==> config.mk <==
export PLATFORM = sky130hd
export DESIGN_NAME = fir_i2s_tx_flat
export DESIGN_NICKNAME = d
export VERILOG_FILES = /design/src/rtl/fir_i2s_tx_if.sv /design/src/rtl/fir_i2s_tx.sv /design/src/flat_wrapper.sv
export SDC_FILE = /design/constraint.sdc
export NUM_CORES = 1
export LEC_CHECK = 0
export BUFFER_PORTS_ARGS = -buffer_cell sky130_fd_sc_hd__buf_2
export CAP_MARGIN = 5
export CELL_PAD_IN_SITES_DETAIL_PLACEMENT = 0
export CELL_PAD_IN_SITES_GLOBAL_PLACEMENT = 1
export CORE_MARGIN = 1
export CORE_UTILIZATION = 43
export CTS_CLUSTER_SIZE = 12
export DETAILED_ROUTE_END_ITERATION = 16
export PLACE_DENSITY_LB_ADDON = 0.3
export RECOVER_POWER = 25
export SETUP_SLACK_MARGIN = 0.2
export SYNTH_ARGS = -nofsm -noshare
export SYNTH_HDL_FRONTEND = slang
export SYNTH_SLANG_ARGS = --single-unit
==> constraint.sdc <==
create_clock -name i_clk -period 3 [get_ports i_clk]
set_input_delay 0.6 -clock i_clk [delete_from_list [all_inputs] [get_ports i_clk]]
set_output_delay 0.6 -clock i_clk [all_outputs]
set_load 0.05 [all_outputs]
==> src/rtl/fir_i2s_tx_if.sv <==
// Sample/serial bundle between the FIR side and the I2S transmitter.
// The master is the FIR side: it presents the run request and the current
// filter output and receives the sample tick plus the I2S wire signals.
interface fir_i2s_tx_if #(
    parameter int DATA_WIDTH = 24
);
    logic                  en;
    logic [DATA_WIDTH-1:0] data;
    logic                  sample_tick;
    logic                  busy;
    logic                  bclk;
    logic                  lrclk;
    logic                  sdata;

    modport master (
        output en, data,
        input  sample_tick, busy, bclk, lrclk, sdata
    );

    modport slave (
        input  en, data,
        output sample_tick, busy, bclk, lrclk, sdata
    );
endinterface

==> src/rtl/fir_i2s_tx.sv <==
// I2S transmitter and sample-rate master for a mono FIR output.
// The same captured sample is sent MSB first in both the left and the right
// slot, and one sample tick is issued per frame so that the filter advances
// in lock-step with the I2S frame rate.
// All outputs are registered from the next-state values, so every output
// lines up with the counter state that is held during the same clock cycle.
module fir_i2s_tx #(
    parameter int DATA_WIDTH = 24,
    parameter int SLOT_WIDTH = 32,
    parameter int BCLK_HALF  = 4
) (
    input  logic           i_clk,
    input  logic           i_rst_n,
    fir_i2s_tx_if.slave    bus
);
    localparam int K_W   = $clog2(2 * SLOT_WIDTH);
    localparam int DIV_W = (BCLK_HALF > 1) ? $clog2(BCLK_HALF) : 1;

    localparam logic [K_W-1:0]   K_LAST   = K_W'(2 * SLOT_WIDTH - 1);
    localparam logic [K_W-1:0]   K_SLOT   = K_W'(SLOT_WIDTH);
    localparam logic [K_W-1:0]   LR_FIRST = K_W'(SLOT_WIDTH - 1);
    localparam logic [K_W-1:0]   LR_LAST  = K_W'(2 * SLOT_WIDTH - 2);
    localparam logic [DIV_W-1:0] DIV_LAST = DIV_W'(BCLK_HALF - 1);

    generate
        if (SLOT_WIDTH < DATA_WIDTH || BCLK_HALF < 1) begin : g_bad_params
            $error("fir_i2s_tx: need SLOT_WIDTH >= DATA_WIDTH and BCLK_HALF >= 1");
        end
    endgenerate

    typedef enum logic {
        IDLE = 1'b0,
        RUN  = 1'b1
    } state_t;

    state_t                state_q, state_d;
    logic [K_W-1:0]        k_q, k_d;
    logic [DIV_W-1:0]      div_q, div_d;
    logic                  half_q, half_d;
    logic [DATA_WIDTH-1:0] sample_q, sample_d;
    logic                  tick_q, tick_d;
    logic                  busy_q, busy_d;
    logic                  bclk_q, bclk_d;
    logic                  lrclk_q, lrclk_d;
    logic                  sdata_q, sdata_d;

    logic                  entering;
    logic [K_W-1:0]        slot_pos;
    logic [DATA_WIDTH-1:0] shifted;

    // Next state: bit-clock divider, bit counter, FSM and sample capture.
    // The run request is judged on the edge that starts the last clock of a
    // frame; that decision is carried by tick_q, so the frame-end edge
    // captures and continues exactly when a tick was issued, and stops
    // otherwise.
    always_comb begin
        state_d  = state_q;
        k_d      = k_q;
        div_d    = div_q;
        half_d   = half_q;
        sample_d = sample_q;
        entering = 1'b0;
        case (state_q)
            IDLE: begin
                if (bus.en) begin
                    state_d  = RUN;
                    sample_d = bus.data;
                    k_d      = '0;
                    div_d    = '0;
                    half_d   = 1'b0;
                    entering = 1'b1;
                end
            end
            RUN: begin
                if (div_q == DIV_LAST) begin
                    div_d  = '0;
                    half_d = ~half_q;
                    if (half_q) begin
                        if (k_q == K_LAST) begin
                            k_d = '0;
                            if (tick_q) begin
                                sample_d = bus.data;
                            end else begin
                                state_d = IDLE;
                            end
                        end else begin
                            k_d = k_q + 1'b1;
                        end
                    end
                end else begin
                    div_d = div_q + 1'b1;
                end
            end
            default: state_d = IDLE;
        endcase
    end

    // Output decode from the next state; a left shift by the slot position
    // brings the wanted bit to the MSB and yields zero padding past the word.
    always_comb begin
        slot_pos = (k_d >= K_SLOT) ? (k_d - K_SLOT) : k_d;
        shifted  = sample_d << slot_pos;
        busy_d   = (state_d == RUN);
        bclk_d   = busy_d & half_d;
        lrclk_d  = busy_d & (k_d >= LR_FIRST) & (k_d <= LR_LAST);
        sdata_d  = busy_d & shifted[DATA_WIDTH-1];
        tick_d   = entering |
                   (busy_d & bus.en & (k_d == K_LAST) & half_d & (div_d == DIV_LAST));
    end

    // State and registered outputs; reset drops everything immediately.
    always_ff @(posedge i_clk or negedge i_rst_n) begin
        if (!i_rst_n) begin
            state_q  <= IDLE;
            k_q      <= '0;
            div_q    <= '0;
            half_q   <= 1'b0;
            sample_q <= '0;
            tick_q   <= 1'b0;
            busy_q   <= 1'b0;
            bclk_q   <= 1'b0;
            lrclk_q  <= 1'b0;
            sdata_q  <= 1'b0;
        end else begin
            state_q  <= state_d;
            k_q      <= k_d;
            div_q    <= div_d;
            half_q   <= half_d;
            sample_q <= sample_d;
            tick_q   <= tick_d;
            busy_q   <= busy_d;
            bclk_q   <= bclk_d;
            lrclk_q  <= lrclk_d;
            sdata_q  <= sdata_d;
        end
    end

    assign bus.sample_tick = tick_q;
    assign bus.busy        = busy_q;
    assign bus.bclk        = bclk_q;
    assign bus.lrclk       = lrclk_q;
    assign bus.sdata       = sdata_q;
endmodule

==> src/flat_wrapper.sv <==
// flat-port wrapper written by rule: the top's interface ports become plain ports
module fir_i2s_tx_flat 
#(
    parameter int DATA_WIDTH = 24,
    parameter int SLOT_WIDTH = 32,
    parameter int BCLK_HALF  = 4
)
  (i_clk, i_rst_n, bus_en, bus_data, bus_sample_tick, bus_busy, bus_bclk, bus_lrclk, bus_sdata);
  fir_i2s_tx_if #(.DATA_WIDTH(DATA_WIDTH)) bus_i ();
  input  logic i_clk;
  input  logic i_rst_n;
  input wire logic [$bits(bus_i.en)-1:0] bus_en;
  input wire logic [$bits(bus_i.data)-1:0] bus_data;
  output wire logic [$bits(bus_i.sample_tick)-1:0] bus_sample_tick;
  output wire logic [$bits(bus_i.busy)-1:0] bus_busy;
  output wire logic [$bits(bus_i.bclk)-1:0] bus_bclk;
  output wire logic [$bits(bus_i.lrclk)-1:0] bus_lrclk;
  output wire logic [$bits(bus_i.sdata)-1:0] bus_sdata;
  assign bus_i.en = bus_en;
  assign bus_i.data = bus_data;
  assign bus_sample_tick = bus_i.sample_tick;
  assign bus_busy = bus_i.busy;
  assign bus_bclk = bus_i.bclk;
  assign bus_lrclk = bus_i.lrclk;
  assign bus_sdata = bus_i.sdata;
  fir_i2s_tx #(.DATA_WIDTH(DATA_WIDTH), .SLOT_WIDTH(SLOT_WIDTH), .BCLK_HALF(BCLK_HALF)) u_core (.i_clk(i_clk), .i_rst_n(i_rst_n), .bus(bus_i));
endmodule
==> out/qor.log <==
[critical_path] longest individual stage delay on the worst path 0.41 ns
[flow_run] count of max-cap constraint violations 1
[critical_path] cell chain of the critical path ha_1 > and2_2 > a211oi_4 > nor2_4 > inv_2 > nand3_1 > a311o_1 > a311o_1 > nor4b_2
[floorplanning] boundary pin count 32
[cts] clock edge transition at the registers on the reported setup and hold paths 0.07 ns
[grt] combined global-route utilization of all metal layers 18.1%
[timing] final max-slew violation count 39
[run_status] run status finished with violations
[pwr] internal cell power 1170 µW
[yosys] leading cell types by total area after synthesis sky130_fd_sc_hd__dfrtp_1 (47%), sky130_fd_sc_hd__nand2_1 (9.4%), sky130_fd_sc_hd__mux2_2 (3.3%)
[layout] Fill cells 423
[detailed_routing] number of vias in the routed layout 1574
[placed_design] Area after DPL 2210 µm²
[hold_path] type of the worst min-delay path reg -> reg
[placed_design] final HPWL from detailed placement 2.96 mm
[critical_path] crit path launch type flip-flop
[floorplanning] core region area 4440 µm²
[grt] maximum number of pins on one net before global-route repair 39
[placed_design] IO buf count 31
[yosys] post-synthesis cell type count 57
[yosys] largest area contributor in the synthesized netlist sky130_fd_sc_hd__dfrtp_1
[grt] number of antenna violations at the first check in global routing 0
[detailed_routing] final WL 4.10 mm
[yosys] post-synthesis sequential area ratio 46.8%
[cts] clock tree sinks 38
[floorplanning] width of the chip 70.7 µm
[floorplanning] starting utilization of the core area 45.7%
[layout] combined flip-flop and latch cell area 952 µm²
[critical_path] Reg-to-Reg Start u_core.k_q[1]
[yosys] most common cell in the synthesized netlist sky130_fd_sc_hd__nand2_1
[layout] total inserted antenna cells 0
[pwr] switch share 40.1%
[detailed_routing] count of unresolved DRC violations after routing 0
[yosys] Mapped Nets 231
[detailed_routing] routed wire length per instance 14.0 µm
[layout] multi-input logic area 977 µm²
[cts] level count of the clock H-tree 2
[timing] Setup Viol. Count Final 0
[pwr] Static Leakage 0.00115 µW
[yosys] leading register cell type out of synthesis sky130_fd_sc_hd__dfrtp_1
[pwr] worst vdd ir 0.000446 V
[yosys] Post-synth top cells sky130_fd_sc_hd__nand2_1 (51), sky130_fd_sc_hd__dfrtp_1 (38), sky130_fd_sc_hd__a21oi_1 (10)
[layout] Design Area, Final 2350 µm²
[timing] hold violation count in the final report 0
[detailed_routing] violation count after the first detailed-route iteration 58
[critical_path] reg-to-reg setup timing slack 0.37 ns
[cts] CTS tree built
[timing] final critical delay including setup and external delays 2.63 ns
[critical_path] reg2reg path depth 9
[timing] final clock period utilization by the worst path 87.5%
[grt] via count of the first global-routing pass 1501
[yosys] yosys warns 0
[layout] number of nets in the layout 269
[timing] sum of negative setup slack 0 ns
[layout] final core utilization 52.9%
[floorplanning] Die Ht 70.7 µm
[layout] share of post-route cells with drive strength above 1 29.5%
[run_status] violations in the final reports capacitance limit, slew limit
[critical_path] worst setup path startpoint u_core.k_q[1]
[pwr] Pwr Total 1950 µW
[detailed_routing] antenna violation net count after detailed routing 0
[floorplanning] FP Rows 24
[timing] worst hold-check slack 0.469 ns
[critical_path] WP data arrival 2.82 ns
[yosys] count of state elements after synthesis 38
[grt] wire length of the first global-routing pass 7.00 mm
[critical_path] slowest library cell on the worst path sky130_fd_sc_hd__dfrtp_1
[pwr] power density relative to cell area 828 nW/µm²
[layout] Synth-to-Final Area Change 15.7%
[cts] Clock Root Buffer sky130_fd_sc_hd__clkbuf_8
[critical_path] crit path to u_core.bus.sdata
[critical_path] Reg-to-Reg End u_core.bus.sdata
[timing] fmax 381 MHz
[yosys] area of the mapped netlist 2030 µm²
[yosys] proportion of netlist area held by the largest area contributor 46.8%
[cts] maximum buffer depth of the clock tree 2
[critical_path] maximum fanout along the worst path 12
[cts] CTS Hold Buffers Added 0
[critical_path] most numerous cell on the critical path sky130_fd_sc_hd__a311o_1
[yosys] Async S/R FF share, synth 100%
[timing] Relative slew margins -29.7%
[critical_path] Setup CP Type reg -> reg
[cts] total CTS buffers 5
[timing] RSZ-0062 raised after global routing no
[detailed_routing] per-cell via count in the routed design 5.37
[detailed_routing] Pre-Repair DR Iteration Count 4
[pwr] register share of total power 36.8%
[pwr] switching power summed over all nets 780 µW
[grt] grt ovf 0
[yosys] Syn Inst Count 202
[cts] Worst-Skew Late Latency 0.29 ns
[critical_path] critical path required time 3.19 ns
[yosys] average size of a mapped cell 10.1 µm²
[placed_design] weighted congestion at the end of routability-driven global placement 0.767
[critical_path] Worst setup EP type flip-flop
[pwr] Comb power frac 44.7%
[timing] skew final 0.00741 ns
[pwr] fraction of power consumed by the clock network 18.5%
[timing] transition time of the tightest slew-check pin 1.95 ns
[floorplanning] DIE AREA 5000 µm²
[yosys] Post-synth EDFFs 0
[state kept, by name, indices dropped and copies added, names as in the netlist]
name / count
u_core.sample_q: 24
u_core.bus.sdata: 1
u_core.div_q: 2
u_core.bus.lrclk: 1
u_core.k_q: 6
u_core.half_q: 1
u_core.bus.sample_tick: 1
u_core.state_q: 1
u_core.bus.bclk: 1
[repair_timing]
action	in CTS	in global routing
gates resized for setup	0	2
setup endpoints to repair	0	1
setup buffers	0	4
hold endpoints to repair	0	0
[worst min path at each step]
| stage | from | end | slack (ns) | cells after the start |
|---|---|---|---|---|
| 6_report | u_core.sample_q[10] | u_core.sample_q[10] | 0.47 | 2 |
| 5_1_grt | u_core.sample_q[22] | u_core.sample_q[22] | 0.50 | 2 |
| 4_1_cts | i_rst_n | u_core.k_q[4] | 0.44 | 1 |
| 3_5_place_dp | u_core.sample_q[11] | u_core.sample_q[11] | 0.46 | 2 |
| 3_3_place_gp | u_core.sample_q[11] | u_core.sample_q[11] | 0.45 | 2 |
| 2_1_floorplan | i_rst_n | u_core.bus.bclk | 0.30 | 0 |
[per-layer routing]
layer,GRT usage (%),vias to the layer above,routed length [µm]
met3,3.85,2,166
li1,-,785,-
met1,24.8,747,1950
met5,0,-,0
met2,29.0,40,1960
met4,5.33,0,13
[cell families (layout without fill, tap and decap cells)]
logic type	after synthesis	in the layout	synth area share (%)
AND/OR/NAND/NOR	92	92	23.0
AO/OA/AOI/OAI	38	38	16.0
flip-flops	38	38	46.8
buffers and inverters	17	56	5.11
multiplexers	12	12	6.53
XOR/XNOR	3	3	1.29
adder cells (fa/ha/maj)	2	2	1.23
[placed cells by master (no fill, tap or decap), types with 3 or more instances in the layout]
master                      n
sky130_fd_sc_hd__clkbuf_8   6
sky130_fd_sc_hd__nand2_1   51
sky130_fd_sc_hd__nor2_1     9
sky130_fd_sc_hd__dfrtp_1   37
sky130_fd_sc_hd__inv_1      6
sky130_fd_sc_hd__and3_1     3
sky130_fd_sc_hd__a21oi_1   10
sky130_fd_sc_hd__o211ai_1   3
sky130_fd_sc_hd__buf_4      8
sky130_fd_sc_hd__nor3b_1    3
sky130_fd_sc_hd__nand3_1    8
sky130_fd_sc_hd__mux2i_1    5
sky130_fd_sc_hd__buf_2     30
sky130_fd_sc_hd__mux2_2     6
[power groups by stage]
stage	sequential (µW)	combinational [µW]	clock (µW)
after floorplan	768	663	0
after global placement	723	868	0
after detailed placement	725	867	0
after CTS	717	872	371
after global routing	734	971	393
final	717	869	360
[per-stage QoR]
stage                     instances  setup slack, ns
after detailed placement        281            0.255
final                           293            0.374
after global placement          281            0.242
after floorplan                 202            0.453
after global routing            293            0.223
after CTS                       289            0.283
[final cells by class]
class	instances	share of cell area, %
sequential	38	40.5
inverter	8	1.28
multi-input combinational	147	41.6
clock buffer	7	3.67
tap	52	2.77
timing repair buffer	40	9.96
clock inverter	1	0.213
[worst max-delay path: cells and delay by family, from the launching register on]
family	cells	cell delay (ns)
compound gates	3	1.04
fa+ha+maj	1	0.21
flops	1	0.41
simple gates	4	0.66
buf+inv	1	0.20
No activity file was read; power rests on OpenSTA's default activity.
